--- src/rtl/reg_fifo.sv ---
// reg_fifo: byte FIFO placed after the 8-bit register stage.
// Flip-flop storage, one write and one read per cycle, registered read data,
// count-based full/empty and sticky overflow/underflow error flags.
module reg_fifo #(
  parameter int DATA_W     = 8,
  parameter int DEPTH_LOG2 = 3
) (
  input  logic                  clk,
  input  logic                  reset,
  input  logic                  wr_en,
  input  logic [DATA_W-1:0]     din,
  input  logic                  rd_en,
  output logic [DATA_W-1:0]     dout,
  output logic                  dout_valid,
  output logic                  full,
  output logic                  empty,
  output logic [DEPTH_LOG2:0]   count,
  output logic                  overflow,
  output logic                  underflow
);

  localparam int                DEPTH    = 2 ** DEPTH_LOG2;
  localparam logic [DEPTH_LOG2:0] FULL_CNT = (DEPTH_LOG2 + 1)'(DEPTH);
  localparam logic [DEPTH_LOG2:0] ONE_CNT  = (DEPTH_LOG2 + 1)'(1);
  localparam logic [DEPTH_LOG2-1:0] ONE_PTR = DEPTH_LOG2'(1);

  logic [DATA_W-1:0]     mem_r [DEPTH];
  logic [DEPTH_LOG2-1:0] wr_ptr_r;
  logic [DEPTH_LOG2-1:0] rd_ptr_r;
  logic [DEPTH_LOG2:0]   count_r;
  logic [DEPTH_LOG2:0]   count_nxt_s;
  logic                  full_r;
  logic                  empty_r;
  logic [DATA_W-1:0]     dout_r;
  logic                  dout_valid_r;
  logic                  overflow_r;
  logic                  underflow_r;
  logic                  wr_acc_s;
  logic                  rd_acc_s;

  // Accept decisions: a full FIFO rejects writes, an empty FIFO rejects reads.
  always_comb begin
    wr_acc_s = wr_en & ~full_r;
    rd_acc_s = rd_en & ~empty_r;
  end

  // Next occupancy; simultaneous accepted read and write leave it unchanged.
  always_comb begin
    count_nxt_s = count_r;
    case ({wr_acc_s, rd_acc_s})
      2'b10:   count_nxt_s = count_r + ONE_CNT;
      2'b01:   count_nxt_s = count_r - ONE_CNT;
      default: count_nxt_s = count_r;
    endcase
  end

  // Storage array: written only on an accepted write, never reset.
  always_ff @(posedge clk) begin
    if (wr_acc_s) begin
      mem_r[wr_ptr_r] <= din;
    end else begin
      mem_r[wr_ptr_r] <= mem_r[wr_ptr_r];
    end
  end

  // Pointers, occupancy and the full/empty flags registered from next count.
  always_ff @(posedge clk or negedge reset) begin
    if (!reset) begin
      wr_ptr_r <= '0;
      rd_ptr_r <= '0;
      count_r  <= '0;
      full_r   <= 1'b0;
      empty_r  <= 1'b1;
    end else begin
      if (wr_acc_s) begin
        wr_ptr_r <= wr_ptr_r + ONE_PTR;
      end else begin
        wr_ptr_r <= wr_ptr_r;
      end
      if (rd_acc_s) begin
        rd_ptr_r <= rd_ptr_r + ONE_PTR;
      end else begin
        rd_ptr_r <= rd_ptr_r;
      end
      count_r <= count_nxt_s;
      full_r  <= (count_nxt_s == FULL_CNT);
      empty_r <= (count_nxt_s == '0);
    end
  end

  // Registered read port: dout holds its value unless a read is accepted.
  always_ff @(posedge clk or negedge reset) begin
    if (!reset) begin
      dout_r       <= '0;
      dout_valid_r <= 1'b0;
    end else begin
      if (rd_acc_s) begin
        dout_r <= mem_r[rd_ptr_r];
      end else begin
        dout_r <= dout_r;
      end
      dout_valid_r <= rd_acc_s;
    end
  end

  // Sticky error flags; only reset clears them.
  always_ff @(posedge clk or negedge reset) begin
    if (!reset) begin
      overflow_r  <= 1'b0;
      underflow_r <= 1'b0;
    end else begin
      overflow_r  <= overflow_r  | (wr_en & full_r);
      underflow_r <= underflow_r | (rd_en & empty_r);
    end
  end

  assign dout       = dout_r;
  assign dout_valid = dout_valid_r;
  assign full       = full_r;
  assign empty      = empty_r;
  assign count      = count_r;
  assign overflow   = overflow_r;
  assign underflow  = underflow_r;

endmodule
--- config.mk ---
export PLATFORM = sky130hd
export DESIGN_NAME = reg_fifo
export DESIGN_NICKNAME = d
export VERILOG_FILES = /design/src/rtl/reg_fifo.sv
export SDC_FILE = /design/constraint.sdc
export NUM_CORES = 1
export LEC_CHECK = 0
export BUFFER_PORTS_ARGS = -buffer_cell sky130_fd_sc_hd__buf_2
export CELL_PAD_IN_SITES_DETAIL_PLACEMENT = 0
export CELL_PAD_IN_SITES_GLOBAL_PLACEMENT = 1
export CORE_MARGIN = 5
export CORE_UTILIZATION = 40
export DETAILED_ROUTE_END_ITERATION = 7
export MAX_ROUTING_LAYER = met4
export PLACE_DENSITY_LB_ADDON = 0.1
export SLEW_MARGIN = 20
export SYNTH_ARGS = -nofsm -noshare
export SYNTH_HDL_FRONTEND = slang
export SYNTH_SLANG_ARGS = --single-unit
--- constraint.sdc ---
create_clock -name clk -period 4.8 [get_ports clk]
set_input_delay 0.24 -clock clk [delete_from_list [all_inputs] [get_ports clk]]
set_output_delay 0.24 -clock clk [all_outputs]
set_load 0.02 [all_outputs]
==> results.py, run 1 <==
metrics = {
    "grt": {
        "antenna_found_initial": 0,
        "grt_overflow_total": 0,
        "grt_pass1_wl_mm": 10.21,
        "grt_start_max_net_pins": 25,
        "grt_pass1_vias": 1821,
        "grtUsageTotal_pct": 13.85,
    },
    "place": {
        "portBuffers": 28,
        "dp_hpwl_mm": 4.246,
        "gp_congestion": 0.7486,
        "place_area_um2": 3730,
    },
    "logic_synthesis": {
        "syn-cell-area_um2": 3456,
        "seq_area_frac_synth_pct": 72.30,
        "syn_avg_cell_area_um2": 17.63,
        "yosysMostFrequentCell": "edfxtp_1",
        "synthFlopType": "edfxtp_1",
        "synth_edf_count": 64,
        "ys_ff_latch": 87,
        "yosys-top-cells-area": "edfxtp_1 56%, dfrtp_1 16%, mux4_2 10%, mux2i_1 2.3%, nand2_1 2.1%",
        "yosys.cell_types.count": 36,
        "synth_area_leader_cell": "edfxtp_1",
        "synth_nets": 212,
        "synthTopCellsByCount": "64 x edfxtp_1, 22 x dfrtp_1, 19 x nand2_1",
        "async_reset_ff_share_pct": 26.44,
        "synth_top_area_share_pct": 55.61,
        "synthCells": 196,
        "ys_warn_count": 0,
    },
    "sta": {
        "fin_skew_ns": 0.008573,
        "setup_violations": 0,
        "hold_violations": 0,
        "slew_headroom_pct": 31.47,
        "period_minus_slack_ns": 3.080,
        "finalMaxSlewViolations": 0,
        "fmax_ghz": 0.3247,
        "setup_tns_ns": 0,
        "rsz0062_at_grt": "false",
        "whs_ns": 0.1173,
        "period_share_pct": 64.17,
        "worst_slew_pin_slew_ns": 1.024,
    },
    "critical_path": {
        "cp_max_fo": 24,
        "crit_family": "simple AND/OR/NAND/NOR gates",
        "worstPathRequired_ns": 5.08,
        "worst_setup_path_end_kind": "flop",
        "reg2reg_depth": 10,
        "cp-start-kind": "flop",
        "path_cells": "nand2b_1, inv_1, nand2_1, xnor2_1, ha_1, a21oi_1, or3_4, a2111o_1, a31o_1, nor2b_2",
        "slowest_stage": "nand2b_1",
        "arrival_ns": 3.36,
        "cp.depth": 10,
        "worst-setup-path-type": "flop to flop",
        "path_buf_inv": 1,
        "critical_path.max_stage_delay_ns": 0.69,
    },
    "worst_hold_path": {
        "hold_path.class": "input port to flop",
        "hold_depth": 2,
    },
    "routing": {
        "viasPerCell": 5.091,
        "firstDrtPassIters": 4,
        "ant_nets": 0,
        "drt_iter0_markers": 47,
        "wl_per_cell_um": 18.81,
        "drc": 0,
        "routed_wl_mm": 6.434,
        "dr_total_vias": 1741,
    },
    "power": {
        "switchingPower_mw": 0.8344,
        "p_seq_share_pct": 48.3,
        "power.density_nw_per_um2": 619.8,
        "swShare_pct": 34.26,
        "p_leak_nw": 1.426,
        "power.share.clock_pct": 20.1,
        "power_frac_comb_pct": 31.7,
        "vdd_drop_max_mv": 0.2265,
        "p_int_mw": 1.601,
    },
    "final_layout": {
        "antennaDiodeCount": 0,
        "nets": 245,
        "fin_area_um2": 3929,
        "area_growth_pct": 13.69,
        "fin_util_pct": 45.95,
        "drive_gt1_share_pct": 29.91,
    },
    "clocking": {
        "tritoncts": "done",
        "cts_setup_buffers": 0,
        "clk_pin_slew_worst_paths_ns": 0.08,
        "cts_sinks": 87,
        "root_buffer": "clkbuf_8",
        "htreeDepth": 3,
        "numCtsBuffers": 9,
        "clk_latency_ns": 0.35,
        "cts.path.max_buffers": 2,
    },
    "run": {
        "drv_cap": 0,
    },
    "floorplan": {
        "die_h_um": 103.0,
        "io_pins": 29,
        "coreArea_um2": 8551,
        "die_w_um": 103.0,
        "placementRows": 34,
        "initial_utilization_pct": 40.42,
        "dieArea_um2": 10600,
    },
    "outcome": {
        "status": "finished clean",
    },
}
[registers in the layout, indices dropped and copies added, names as in the netlist]
name,cells
underflow,1
dout,8
empty,1
full,1
rd_ptr_r,3
wr_ptr_r,3
mem_r,64
dout_valid,1
count,4
overflow,1
[cell families (layout without fill, tap and decap cells)]
| logic type | Yosys count | after routing | synth area share (%) |
|---|---|---|---|
| xor gates and xnor gates | 8 | 8 | 2.028 |
| muxes | 25 | 25 | 13.07 |
| AOI/OAI and AO/OA | 18 | 18 | 3.222 |
| buffers and inverters | 13 | 51 | 1.701 |
| adders and majority gates | 4 | 4 | 1.448 |
| and+or+nand+nor | 41 | 41 | 6.227 |
| DFF | 87 | 87 | 72.30 |
[repair_timing]
item | CTS | global route
resized for setup | 0 | 0
hold endpoints to repair | 22 | 0
hold buffers | 1 | 0
[power groups by stage]
stage / logic [mW] / clock network, mW / registers (mW)
finish: 0.771 / 0.488 / 1.18
global route: 0.852 / 0.536 / 1.21
CTS: 0.787 / 0.503 / 1.18
detailed placement: 0.784 / 0 / 1.20
global placement: 0.749 / 0 / 1.20
floorplan: 0.542 / 0 / 1.18
[area by class of cell]
cell class / count / area [um^2]
well taps: 108 / 135.1
inverters: 4 / 15.01
flip-flops and latches: 87 / 2499
clock inverters: 6 / 61.31
fillers: 745 / 4622
clock buffers: 10 / 127.6
repair buffers: 31 / 172.7
multi-input cells: 96 / 918.4
[metrics by stage]
stage | setup slack [ns] | instances | total power, mW
final | 1.720 | 342 | 2.435
after global routing | 1.501 | 342 | 2.594
after CTS | 1.721 | 342 | 2.474
after detailed placement | 1.743 | 325 | 1.985
after global placement | 1.819 | 324 | 1.952
after floorplan | 2.082 | 196 | 1.719
[layout by cell type (no fill, tap or decap), drive strengths merged, types with 2 or more instances in the layout]
cell type and n:
mux2i 8, clkinv 5, nand3b 2, dfrtp 22
nor2 5, edfxtp 64, xnor2 7, nor2b 2
nand2 19, nand2b 3, nor3b 2, a21o 2
buf 30, mux4 16, inv 4, o21ai 10
ha 4, nor3 4, clkbuf 10
[layer usage]
| layer | part of all wire [%] | global-route usage (%) |
|---|---|---|
| met1 | 46 | 18.21 |
| met2 | 48 | 21.16 |
| met3 | 4.4 | 2.842 |
| met4 | 1.8 | 5.478 |
| met5 | 0 | - |
[worst paths after layout]
check,end,slack (ns),start
min in group asynchronous,count[2],0.40,reset
setup reg to reg,full,1.72,empty
max in group asynchronous,empty,4.03,reset
hold / removal,underflow,0.12,rd_en
hold reg to reg,underflow,0.46,underflow
setup / recovery,full,1.72,empty
Power figures use the tool's default switching activity.
==> run 2: changes to the inputs <==
==> constraint.sdc (replaced) <==
create_clock -name clk -period 2.9 [get_ports clk]
set_input_delay 0.145 -clock clk [delete_from_list [all_inputs] [get_ports clk]]
set_output_delay 0.145 -clock clk [all_outputs]
set_load 0.02 [all_outputs]
==> run 2 against run 1 <==
  * Clock-buffer cell count shrank 1
  * Power rose by 64%
  * Core utilization grew 0.34 points
  * Worst hold slack lost 0.099 ns
  * Highest routed layer unchanged
  * Register-to-register slack worse by 1.2 ns
  * Design area grew 0.73%
  * Largest cell class unchanged
  * Clock skew down 0.0025 ns
==> results.py, run 2 (same netlist as run 1, synthesis figures left out) <==
metrics = {
    "critical_path": {
        "crit_family": "simple AND/OR/NAND/NOR gates",
        "arrival_ns": 2.68,
        "cp-start-kind": "flop",
        "path_cells": "nand2b_1, buf_4, inv_1, ha_1, and4b_1, o22ai_1, a221oi_1, xor2_1, nor2b_2",
        "worst_setup_path_end_kind": "flop",
        "r2r_slack_ns": 0.50,
        "worst-setup-path-type": "flop to flop",
        "worstPathRequired_ns": 3.18,
        "critical_path.max_stage_delay_ns": 0.54,
        "cp_max_fo": 23,
        "slowest_stage": "dfstp_2",
        "path_buf_inv": 2,
    },
    "sta": {
        "hold_violations": 0,
        "period_share_pct": 82.59,
        "slew_headroom_pct": 46.50,
        "fmax_ghz": 0.4175,
        "period_minus_slack_ns": 2.395,
        "setup_tns_ns": 0,
        "finalMaxSlewViolations": 0,
        "setup_violations": 0,
        "rsz0062_at_grt": "false",
        "setup_ws_ns": 0.5050,
        "fin_skew_ns": 0.006123,
        "worst_slew_pin_slew_ns": 0.8025,
    },
    "final_layout": {
        "nets": 254,
        "largest_register_ffs": 64,
        "fin_area_um2": 3958,
        "antennaDiodeCount": 0,
        "layout_common_cells": "64 x edfxtp_1, 28 x buf_2, 22 x dfrtp_1",
        "top_register": "mem_r",
        "layout_commonest_cell": "edfxtp_1",
        "drive_gt1_share_pct": 31.69,
        "area_growth_pct": 14.52,
        "stdcell_count": 351,
    },
    "power": {
        "p_int_mw": 2.592,
        "p_leak_nw": 1.463,
        "power_frac_comb_pct": 33.5,
        "vdd_drop_max_mv": 0.3014,
        "switchingPower_mw": 1.406,
        "power_mw": 3.998,
        "p_seq_share_pct": 47.3,
        "power.share.clock_pct": 19.2,
        "swShare_pct": 35.16,
        "power.density_nw_per_um2": 1010,
    },
    "grt": {
        "grt_pass1_vias": 1878,
        "grt_overflow_total": 0,
        "antenna_found_initial": 0,
        "grt_pass1_wl_mm": 10.51,
        "grt_start_max_net_pins": 24,
        "grtUsageTotal_pct": 14.15,
    },
    "floorplan": {
        "initial_utilization_pct": 40.42,
        "placementRows": 34,
        "dieArea_um2": 10600,
        "die_h_um": 103.0,
        "die_w_um": 103.0,
        "io_pins": 29,
        "coreArea_um2": 8551,
    },
    "routing": {
        "wl_met1_mm": 2.941,
        "firstDrtPassIters": 4,
        "drc": 0,
        "routed_wl_mm": 6.465,
        "drt_iter0_markers": 62,
        "dr_total_vias": 1790,
        "ant_nets": 0,
        "dr_wl_met3_um": 286,
        "viasPerCell": 5.100,
        "met2WireLength_mm": 3.178,
        "top_layer": "met4",
        "wl_per_cell_um": 18.42,
    },
    "clocking": {
        "clk_pin_slew_worst_paths_ns": 0.08,
        "cts.path.max_buffers": 2,
        "numCtsBuffers": 9,
        "tritoncts": "done",
        "cts_setup_buffers": 0,
        "htreeDepth": 3,
        "cts_sinks": 87,
        "root_buffer": "clkbuf_8",
        "clk_latency_ns": 0.35,
    },
    "outcome": {
        "status": "finished clean",
    },
    "worst_hold_path": {
        "hold_path.class": "input port to flop",
    },
    "place": {
        "portBuffers": 28,
        "place_inst": 334,
        "place_area_um2": 3770,
        "gp_congestion": 0.8412,
        "place_ws_ns": 0.5232,
        "dp_hpwl_mm": 4.316,
    },
    "run": {
        "drv_cap": 0,
    },
}
run 2: cell count changes in the layout (fill, tap and decap cells not counted):
cell       change
bufinv_16      -1
buf_4         +10
clkbuf_1       -1
inv_6          +3
nor3_1         +4
buf_8          -1
clkinv_1       -1
nor3_2         -4
run 2: power by group through the flow:
stage / Combinational (mW) / Sequential, mW / Clock, mW
2_1_floorplan: 0.897 / 1.95 / 0
3_3_place_gp: 1.37 / 1.91 / 0
3_5_place_dp: 1.37 / 1.93 / 0
4_1_cts: 1.38 / 1.90 / 0.787
5_1_grt: 1.50 / 1.93 / 0.836
6_report: 1.34 / 1.89 / 0.766
run 2: worst paths after layout:
kind,to,startpoint,cells past startpoint
min in group asynchronous,count[2],reset,2
worst min register to register,overflow,overflow,1
max in group asynchronous,empty,reset,2
worst max register to register,full,empty,9
worst min-delay path,overflow,wr_en,2
worst max-delay path,full,empty,9
run 2: area by class of cell:
cell class	count	area [um^2]
clock buffer	9	123.9
inverter	4	15.01
timing repair buffer	40	232.7
tap	108	135.1
multi-input combinational	96	898.4
clock inverter	7	53.80
sequential	87	2499
fill	752	4593
run 2: what timing repair did:
item | 4_1_cts | 5_1_grt
hold buffers | 1 | 0
resized for setup | 0 | 0
endpoints found under the setup margin | 0 | 0
hold endpoints to repair | 22 | 0
run 2: metrics by stage:
| stage | util (%) | hold slack, ns |
|---|---|---|
| detailed placement | 44.09 | 0.1433 |
| global route | 46.28 | 0.009747 |
| finish | 46.28 | 0.01814 |
| CTS | 46.28 | 0.008484 |
| global placement | 44.09 | 0.1384 |
| floorplan | - | -0.1506 |
run 2: layer usage:
metal | vias to the layer above | track usage [%]
met2 | 36 | 22.20
li1 | 837 | -
met4 | 0 | 5.080
met3 | 9 | 2.909
met5 | - | -
met1 | 908 | 18.34
